File: src/rtl/fifo_credit_pkg.sv
// Shared types and helpers for the credit-based sender: state encoding,
// counter-width derivation and the saturating credit update.
package fifo_credit_pkg;

    typedef enum logic [0:0] {
        ST_INIT   = 1'b0,
        ST_ACTIVE = 1'b1
    } credit_state_e;

    function automatic int calc_count_width(input int max_credit);
        return (max_credit < 1) ? 1 : $clog2(max_credit + 1);
    endfunction

    // One step of +1/-1 credit movement, clamped to [0, max_value].
    function automatic int unsigned sat_add_sub(
        input int unsigned value,
        input logic        incr,
        input logic        decr,
        input int unsigned max_value
    );
        int unsigned res_v;
        if (incr && !decr) begin
            res_v = (value >= max_value) ? max_value : value + 32'd1;
        end else if (decr && !incr) begin
            res_v = (value == 32'd0) ? 32'd0 : value - 32'd1;
        end else begin
            res_v = value;
        end
        return res_v;
    endfunction

    function automatic logic sat_overflow(
        input int unsigned value,
        input logic        incr,
        input logic        decr,
        input int unsigned max_value
    );
        return incr && !decr && (value >= max_value);
    endfunction

endpackage

File: src/rtl/fifo_credit_counter.sv
// Credit bookkeeping: INIT/ACTIVE state, clamped initial load, saturating
// count with sticky overflow, and the spendable-credit computation.
module fifo_credit_counter
    import fifo_credit_pkg::*;
#(
    parameter int MaxCredit  = 12,
    parameter int CountWidth = calc_count_width(MaxCredit)
) (
    input  logic                  clk,
    input  logic                  rst_n,
    input  logic [CountWidth-1:0] credit_initial,
    input  logic [CountWidth-1:0] credit_withhold,
    input  logic                  decr,
    input  logic                  incr,
    output logic                  active,
    output logic [CountWidth-1:0] credit_count,
    output logic [CountWidth-1:0] credit_available,
    output logic                  credit_overflow
);

    localparam logic [CountWidth-1:0] MAX_COUNT = CountWidth'(MaxCredit);

    credit_state_e         state_r, state_nxt_s;
    logic [CountWidth-1:0] count_r, count_nxt_s;
    logic                  ovf_r, ovf_nxt_s;
    logic [CountWidth-1:0] init_clamped_s;
    logic [CountWidth-1:0] avail_s;

    // Clamp the configured initial credit to the remote FIFO depth.
    always_comb begin
        if (credit_initial > MAX_COUNT) begin
            init_clamped_s = MAX_COUNT;
        end else begin
            init_clamped_s = credit_initial;
        end
    end

    // State, counter and overflow registers.
    always_ff @(posedge clk or negedge rst_n) begin
        if (!rst_n) begin
            state_r <= ST_INIT;
            count_r <= {CountWidth{1'b0}};
            ovf_r   <= 1'b0;
        end else begin
            state_r <= state_nxt_s;
            count_r <= count_nxt_s;
            ovf_r   <= ovf_nxt_s;
        end
    end

    // Next-state logic; credits returned while still in INIT are dropped.
    always_comb begin
        state_nxt_s = state_r;
        count_nxt_s = count_r;
        ovf_nxt_s   = ovf_r;
        case (state_r)
            ST_INIT: begin
                state_nxt_s = ST_ACTIVE;
                count_nxt_s = init_clamped_s;
            end
            ST_ACTIVE: begin
                count_nxt_s = CountWidth'(sat_add_sub(32'(count_r), incr, decr, 32'(MaxCredit)));
                ovf_nxt_s   = ovf_r | sat_overflow(32'(count_r), incr, decr, 32'(MaxCredit));
            end
            default: begin
                state_nxt_s = ST_INIT;
                count_nxt_s = {CountWidth{1'b0}};
                ovf_nxt_s   = ovf_r;
            end
        endcase
    end

    // Spendable credits: count minus reserve, floored at zero.
    always_comb begin
        if ((state_r == ST_ACTIVE) && (count_r > credit_withhold)) begin
            avail_s = count_r - credit_withhold;
        end else begin
            avail_s = {CountWidth{1'b0}};
        end
    end

    assign active           = (state_r == ST_ACTIVE);
    assign credit_count     = count_r;
    assign credit_available = avail_s;
    assign credit_overflow  = ovf_r;

endmodule

File: src/rtl/fifo_credit_sender.sv
// Transmit endpoint of a credit link: gates push_ready on spendable credit
// and forwards beats. FIFO_CREDIT_SENDER_REG_OUT_EN registers tx_valid/tx_data.
module fifo_credit_sender
    import fifo_credit_pkg::*;
#(
    parameter int Width      = 8,
    parameter int MaxCredit  = 12,
    parameter int CountWidth = calc_count_width(MaxCredit)
) (
    input  logic                  clk,
    input  logic                  rst_n,
    output logic                  push_ready,
    input  logic                  push_valid,
    input  logic [Width-1:0]      push_data,
    input  logic [CountWidth-1:0] credit_initial,
    input  logic [CountWidth-1:0] credit_withhold,
    input  logic                  push_credit_stall,
    input  logic                  pop_credit,
    output logic                  tx_valid,
    output logic [Width-1:0]      tx_data,
    output logic [CountWidth-1:0] credit_count,
    output logic [CountWidth-1:0] credit_available,
    output logic                  credit_overflow
);

    logic active_s;
    logic push_ready_s;
    logic push_beat_s;

    fifo_credit_counter #(
        .MaxCredit  (MaxCredit),
        .CountWidth (CountWidth)
    ) u_counter (
        .clk              (clk),
        .rst_n            (rst_n),
        .credit_initial   (credit_initial),
        .credit_withhold  (credit_withhold),
        .decr             (push_beat_s),
        .incr             (pop_credit),
        .active           (active_s),
        .credit_count     (credit_count),
        .credit_available (credit_available),
        .credit_overflow  (credit_overflow)
    );

    // Ready depends only on registered credit state, never on push_valid.
    assign push_ready_s = active_s & ~push_credit_stall & (credit_available != {CountWidth{1'b0}});
    assign push_beat_s  = push_valid & push_ready_s;
    assign push_ready   = push_ready_s;

`ifdef FIFO_CREDIT_SENDER_REG_OUT_EN
    logic             tx_valid_r;
    logic [Width-1:0] tx_data_r;

    // Output stage for long downstream wires; credit is still spent at push time.
    always_ff @(posedge clk or negedge rst_n) begin
        if (!rst_n) begin
            tx_valid_r <= 1'b0;
            tx_data_r  <= {Width{1'b0}};
        end else begin
            tx_valid_r <= push_beat_s;
            if (push_beat_s) begin
                tx_data_r <= push_data;
            end else begin
                tx_data_r <= tx_data_r;
            end
        end
    end

    assign tx_valid = tx_valid_r;
    assign tx_data  = tx_data_r;
`else
    assign tx_valid = push_beat_s;
    assign tx_data  = push_data;
`endif

endmodule

File: config.mk
export PLATFORM = sky130hd
export DESIGN_NAME = fifo_credit_sender
export DESIGN_NICKNAME = d
export VERILOG_FILES = /design/src/rtl/fifo_credit_pkg.sv /design/src/rtl/fifo_credit_counter.sv /design/src/rtl/fifo_credit_sender.sv
export SDC_FILE = /design/constraint.sdc
export NUM_CORES = 1
export LEC_CHECK = 0
export ABC_AREA = 1
export CORE_MARGIN = 5
export CORE_UTILIZATION = 35
export DETAILED_ROUTE_END_ITERATION = 12
export PLACE_DENSITY = 0.73
export SETUP_SLACK_MARGIN = 0.3
export SLEW_MARGIN = 20
export SYNTH_ARGS = -nofsm -noshare
export SYNTH_HDL_FRONTEND = slang
export SYNTH_SLANG_ARGS = --single-unit
export TNS_END_PERCENT = 100
File: constraint.sdc
create_clock -name clk -period 6.2 [get_ports clk]
set_input_delay 0.93 -clock clk [delete_from_list [all_inputs] [get_ports clk]]
set_output_delay 0.93 -clock clk [all_outputs]
set_load 0.005 [all_outputs]
==> flow_summary.yaml, run 1 <==
worst_hold_path:
  hold_start: "u_counter.credit_overflow$_DFFE_PN0P_"
  min_path_cells: 1
  hold_end: "u_counter.credit_overflow$_DFFE_PN0P_"
  hp-class: "flop to flop"
global_routing:
  first_global_vias: 710
  grt-ovfl-total: 0
  antenna_found_initial: 0
  grt_pass1_wl_mm: 3.11
  grt_max_degree: 9
  grtUsageTotal_pct: 11.9
clock_tree:
  cts-resized-gates: 0
  clk_path_buf_depth: 2
  hold_buffers: 0
  cts_buffers: 3
  clock_latency_ns: 0.24
  htree_num_levels: 1
  clockRootBuffer: "clkbuf_4"
  post-cts-setup-buffers: 0
  clock_sinks: 6
  path_clk_slew_ns: 0.04
  cts_tree: "yes"
floorplan:
  die_area_um2: 3120
  die_y_um: 55.8
  die_w_um: 55.8
  start_util_pct: 37.1
  row_count: 16
  core_um2: 1980
  ios: 40
timing:
  period_minus_slack_ns: 4.04
  period_share_pct: 65.2
  setup_slack_ns: 2.16
  tns_ns: 0
  grt_setup_unrepaired: "no"
  max_freq_ghz: 0.247
  hold_viol: 0
  setup_viol: 0
  clock_skew_ns: 0.00184
  drv_slew: 0
placed_design:
  port_buffers: 23
  place.gp.congestion: 0.822
  hpwlAfterDp_mm: 1.48
  dp_slack_ns: 2.14
worst_setup_path:
  slowest_stage: "clkdlybuf4s50_1"
  r2r_cells: 12
  end_kind: "output pin"
  crit_chain: "clkdlybuf4s50_1, ha_1, fa_1, nor2_2, nor2_1, nor2_4, nand3_2, nand2_2, nand2_2, nor2_2, clkdlybuf4s50_1"
  crit_path_start_kind: "primary input"
  cp.required_ns: 5.27
  path_buf_inv: 2
  ff2ff_setup_slack_ns: 3.52
  worst_ep_arrival_time_ns: 3.11
  max_stage_delay_ns: 0.50
  critical_path.startpoint: "credit_withhold[0]"
  path_max_fanout: 3
  reg2reg_from: "u_counter.credit_count[0]$_DFFE_PN0P_"
  worstSetupPathType: "primary input to output pin"
  timing.rr.end: "u_counter.credit_count[1]$_DFFE_PN0P_"
  crit_family: "buffers and inverters"
routing:
  wirelength_mm: 1.67
  wl_per_cell_um: 11.1
  drt-met1-wl_um: 663
  wl_met2_um: 837
  drtPass1Iterations: 4
  viasPerCell: 4.74
  ant_nets: 0
  drc: 0
  vias: 715
  drtIter0Drc: 9
  wl_met3_um: 156
  top_layer: "met4"
cells_and_area:
  nNetsFinal: 155
  area_delta_synth_final_pct: 30.1
  drive_gt1_share_pct: 11.3
  diodes: 0
yosys:
  syn_inst: 107
  syn-num-nets: 136
  synth-seq-cells: 6
  syn_area_um2: 736
  async_flop_share_pct: 100
  ys.flop_type: "dfrtp_1"
  synth-edff-count: 0
  synth.distinct_cells: 29
  synth_warnings: 0
  yosysSeqAreaShare_pct: 20.4
  avgSynthCellArea_um2: 6.88
flow_run:
  max_cap_violations: 0
power_and_ir_drop:
  vdd_drop_max_mv: 0.132
  power.density_nw_per_um2: 224
  leakagePower_nw: 0.471
run_status:
  status: "finished clean"
-- worst max path at each step --
| stage | slack, ns | cells past startpoint | endpoint |
|---|---|---|---|
| 6_report | 2.16 | 11 | tx_valid |
| 2_1_floorplan | 3.15 | 9 | tx_valid |
| 3_5_place_dp | 2.14 | 11 | tx_valid |
| 5_1_grt | 2.01 | 11 | tx_valid |
| 3_3_place_gp | 2.21 | 11 | tx_valid |
| 4_1_cts | 2.13 | 11 | tx_valid |
-- layout by cell type (no fill, tap or decap), types with 2 or more instances in the layout --
cell              n
nand3_1           6
clkbuf_4          3
nand2_2           3
o21ai_1           3
inv_1            17
ha_1              7
nand3b_1          2
nor2_1            9
a21oi_1           3
o21ai_0           2
nand2_1          20
nor2_2            3
dfrtp_1           6
inv_2             2
xor2_1            2
clkdlybuf4s50_1  23
-- cell usage after synthesis (2+ instances only) --
cell	n	area, um^2
a21oi_1	3	15.0
buf_4	8	60.1
dfrtp_1	6	150
ha_1	7	87.6
inv_1	17	63.8
inv_2	2	7.51
nand2_1	20	75.1
nand2_2	3	18.8
nand3_1	6	30.0
nand3b_1	2	15.0
nor2_1	9	33.8
nor2_2	3	18.8
o21ai_0	2	10.0
o21ai_1	3	15.0
xor2_1	2	17.5
-- power breakdown --
group          leakage, nW  total, mW  internal, mW  switching [mW]
combinational        0.389      0.122        0.0601          0.0621
clock               0.0138     0.0351        0.0218          0.0132
sequential          0.0682     0.0568        0.0461          0.0107
total                0.471      0.214         0.128          0.0860
-- metrics by stage --
stage | utilization [%] | power [mW] | hold WS (ns) | instance area, um^2 | cells
2_1_floorplan | - | 0.135 | 0.468 | 736 | 107
3_3_place_gp | 47.2 | 0.177 | 0.465 | 935 | 148
3_5_place_dp | 47.2 | 0.181 | 0.486 | 935 | 148
4_1_cts | 48.3 | 0.219 | 0.497 | 957 | 151
5_1_grt | 48.3 | 0.235 | 0.539 | 957 | 151
6_report | 48.3 | 0.214 | 0.492 | 957 | 151
-- registers in the layout, indices dropped and copies added, names as in the netlist --
name / cells
u_counter.credit_overflow: 1
u_counter.active: 1
u_counter.credit_count: 4
-- logic make-up (layout without fill, tap and decap cells) --
kind of cell    Yosys count  after routing  share of synthesized area (%)
fa+ha+maj                 8              8                           14.6
compound gates           14             14                           11.6
flops                     6              6                           20.4
simple gates             48             48                           32.0
xor+xnor                  2              2                           2.38
buf+inv                  28             45                           18.5
other cells               1              1                          0.510
-- per-layer routing --
metal | vias up | GRT usage [%]
li1 | 364 | -
met1 | 326 | 13.8
met2 | 23 | 20.4
met3 | 2 | 3.48
met4 | 0 | 5.08
met5 | - | 0
-- area by class of cell --
| cell class | instances | area, um^2 |
|---|---|---|
| Fill cell | 189 | 1020 |
| Multi-Input combinational cell | 73 | 449 |
| Timing Repair Buffer | 23 | 230 |
| Sequential cell | 6 | 150 |
| Inverter | 19 | 71.3 |
| Tap cell | 27 | 33.8 |
| Clock buffer | 3 | 22.5 |
(Power assumes the default switching activity.)
==> run 2: changes to the inputs <==
clock period = 4 ns   (was 6.2 ns; I/O delays follow)
==> results of run 2 <==
Same layout as run 1 (identical final DEF). Status: finished clean.
Main changes from that run: setup slack after placement 2.14 ns -> 0.605 ns; setup slack after layout 2.16 ns -> 0.615 ns; register-to-register setup slack 3.52 ns -> 1.32 ns; total power 0.214 mW -> 0.332 mW; worst IR drop on VDD 0.132 mV -> 0.205 mV
==> run 3: changes to the inputs <==
clock period = 3.5 ns   (was 4 ns; I/O delays follow)
==> run 3 against run 2 <==
- register-to-register slack worse by 0.46 ns
- cell count up 0.66%
- utilization up 1.1 points
- wire length up 5.5%
- sequential power up 15%
- die area unchanged
- clock power up 14%
- total power up 18%
==> flow_summary.yaml, run 3 (synthesis results as in run 1) <==
placed_design:
  hpwlAfterDp_mm: 1.48
  place.gp.congestion: 0.822
  port_buffers: 23
  dp_slack_ns: 0.255
timing:
  max_freq_ghz: 0.317
  clock_skew_ns: 0.00184
  drv_slew: 0
  hold_viol: 0
  tns_ns: 0
  period_minus_slack_ns: 3.15
  setup_slack_ns: 0.346
  setup_viol: 0
  period_share_pct: 90.1
  grt_setup_unrepaired: "yes"
floorplan:
  start_util_pct: 37.1
  ios: 40
  core_um2: 1980
  row_count: 16
  die_y_um: 55.8
  die_w_um: 55.8
  die_area_um2: 3120
routing:
  drc: 0
  wirelength_mm: 1.77
  wl_per_cell_um: 11.6
  viasPerCell: 4.84
  ant_nets: 0
  drtPass1Iterations: 4
  drtIter0Drc: 14
  vias: 735
worst_setup_path:
  path_max_fanout: 3
  cp.required_ns: 2.97
  worst_ep_arrival_time_ns: 2.63
  reg2reg_from: "u_counter.credit_count[0]$_DFFE_PN0P_"
  ff2ff_setup_slack_ns: 0.86
  worstSetupPathType: "primary input to output pin"
  critical_path.startpoint: "credit_withhold[0]"
  timing.rr.end: "u_counter.credit_count[1]$_DFFE_PN0P_"
  crit_path_start_kind: "primary input"
  cp-endpoint: "credit_available[3]"
  end_kind: "output pin"
  r2r_cells: 12
clock_tree:
  clock_sinks: 6
  path_clk_slew_ns: 0.04
  clock_latency_ns: 0.24
  cts_tree: "yes"
  clk_path_buf_depth: 2
  htree_num_levels: 1
  clockRootBuffer: "clkbuf_4"
  cts_buffers: 3
power_and_ir_drop:
  leakagePower_nw: 0.508
  power.density_nw_per_um2: 398
  power_mw: 0.390
  vdd_drop_max_mv: 0.235
cells_and_area:
  drive_gt1_share_pct: 14.4
  nNetsFinal: 156
  ff_latch_area_um2: 150
  layout_common_cells: "clkdlybuf4s50_1 (21), nand2_1 (20), inv_1 (17)"
  layout_commonest_cell: "clkdlybuf4s50_1"
  fin_util_pct: 49.4
  nFillCells: 190
  largest_reg_flops: 4
  multiInputGateArea_um2: 459
  diodes: 0
  area_delta_synth_final_pct: 33.2
global_routing:
  first_global_vias: 725
  grt_max_degree: 9
  grtUsageTotal_pct: 12.3
  grt-ovfl-total: 0
  antenna_found_initial: 0
  grt_pass1_wl_mm: 3.19
run_status:
  status: "finished clean"
flow_run:
  max_cap_violations: 0
worst_hold_path:
  hp-class: "flop to flop"
==> run 3: cell types whose count changed in the layout (fill, tap and decap cells not counted), sizes merged <==
cell / delta
dlymetal6s2s: +2
buf: +1
clkdlybuf4s50: -2
==> run 3: worst min path at each step <==
stage	start	endpoint	depth (start not counted)	slack, ns
2_1_floorplan	rst_n	u_counter.active$_DFF_PN0_	0	0.23
3_3_place_gp	u_counter.credit_overflow$_DFFE_PN0P_	u_counter.credit_overflow$_DFFE_PN0P_	1	0.47
3_5_place_dp	u_counter.credit_overflow$_DFFE_PN0P_	u_counter.credit_overflow$_DFFE_PN0P_	1	0.49
4_1_cts	u_counter.credit_overflow$_DFFE_PN0P_	u_counter.credit_overflow$_DFFE_PN0P_	1	0.50
5_1_grt	rst_n	u_counter.credit_count[0]$_DFFE_PN0P_	1	0.53
6_report	u_counter.credit_overflow$_DFFE_PN0P_	u_counter.credit_overflow$_DFFE_PN0P_	1	0.49
==> run 3: worst max-delay path, cell delays in order <==
cell and delay [ns]:
clkdlybuf4s50_1 0.41, ha_2 0.21, fa_2 0.42, nor2_2 0.11
nor2_1 0.06, nor2_4 0.12, nand3_2 0.10, buf_4 0.14
inv_1 0.04, clkdlybuf4s50_1 0.49
==> run 3: cell type report <==
| cell class | count | area share (%) |
|---|---|---|
| multi-input combinational | 73 | 46.9 |
| timing repair buffer | 24 | 24.8 |
| sequential | 6 | 15.3 |
| inverter | 19 | 7.28 |
| tap | 27 | 3.45 |
| clock buffer | 3 | 2.30 |
==> run 3: through the flow <==
stage                     hold slack (ns)  instance area, um^2  cells
final                               0.492                  980    152
after global routing                0.532                  980    152
after CTS                           0.497                  965    151
after detailed placement            0.486                  935    148
after global placement              0.465                  935    148
after floorplan                     0.229                  736    107
==> run 3: power by group <==
group	internal, mW	switching [mW]
logic	0.112	0.115
clock network	0.0387	0.0235
registers	0.0816	0.0193
total	0.232	0.158
==> run 3: metal layers <==
| layer | share of wire [%] | vias to the layer above | track usage, % |
|---|---|---|---|
| met5 | 0 | - | 0 |
| met4 | 0.91 | 0 | 5.08 |
| met3 | 9.2 | 2 | 3.71 |
| met2 | 51 | 32 | 21.8 |
| met1 | 38 | 333 | 13.6 |
| li1 | - | 368 | - |
==> run 3: repair_timing <==
item                                    in CTS  in global routing
hold buffers                                 0                  0
pin swaps                                    1                  3
gates resized for setup                      2                  3
endpoints found under the setup margin       2                  3
setup buffers                                0                  1
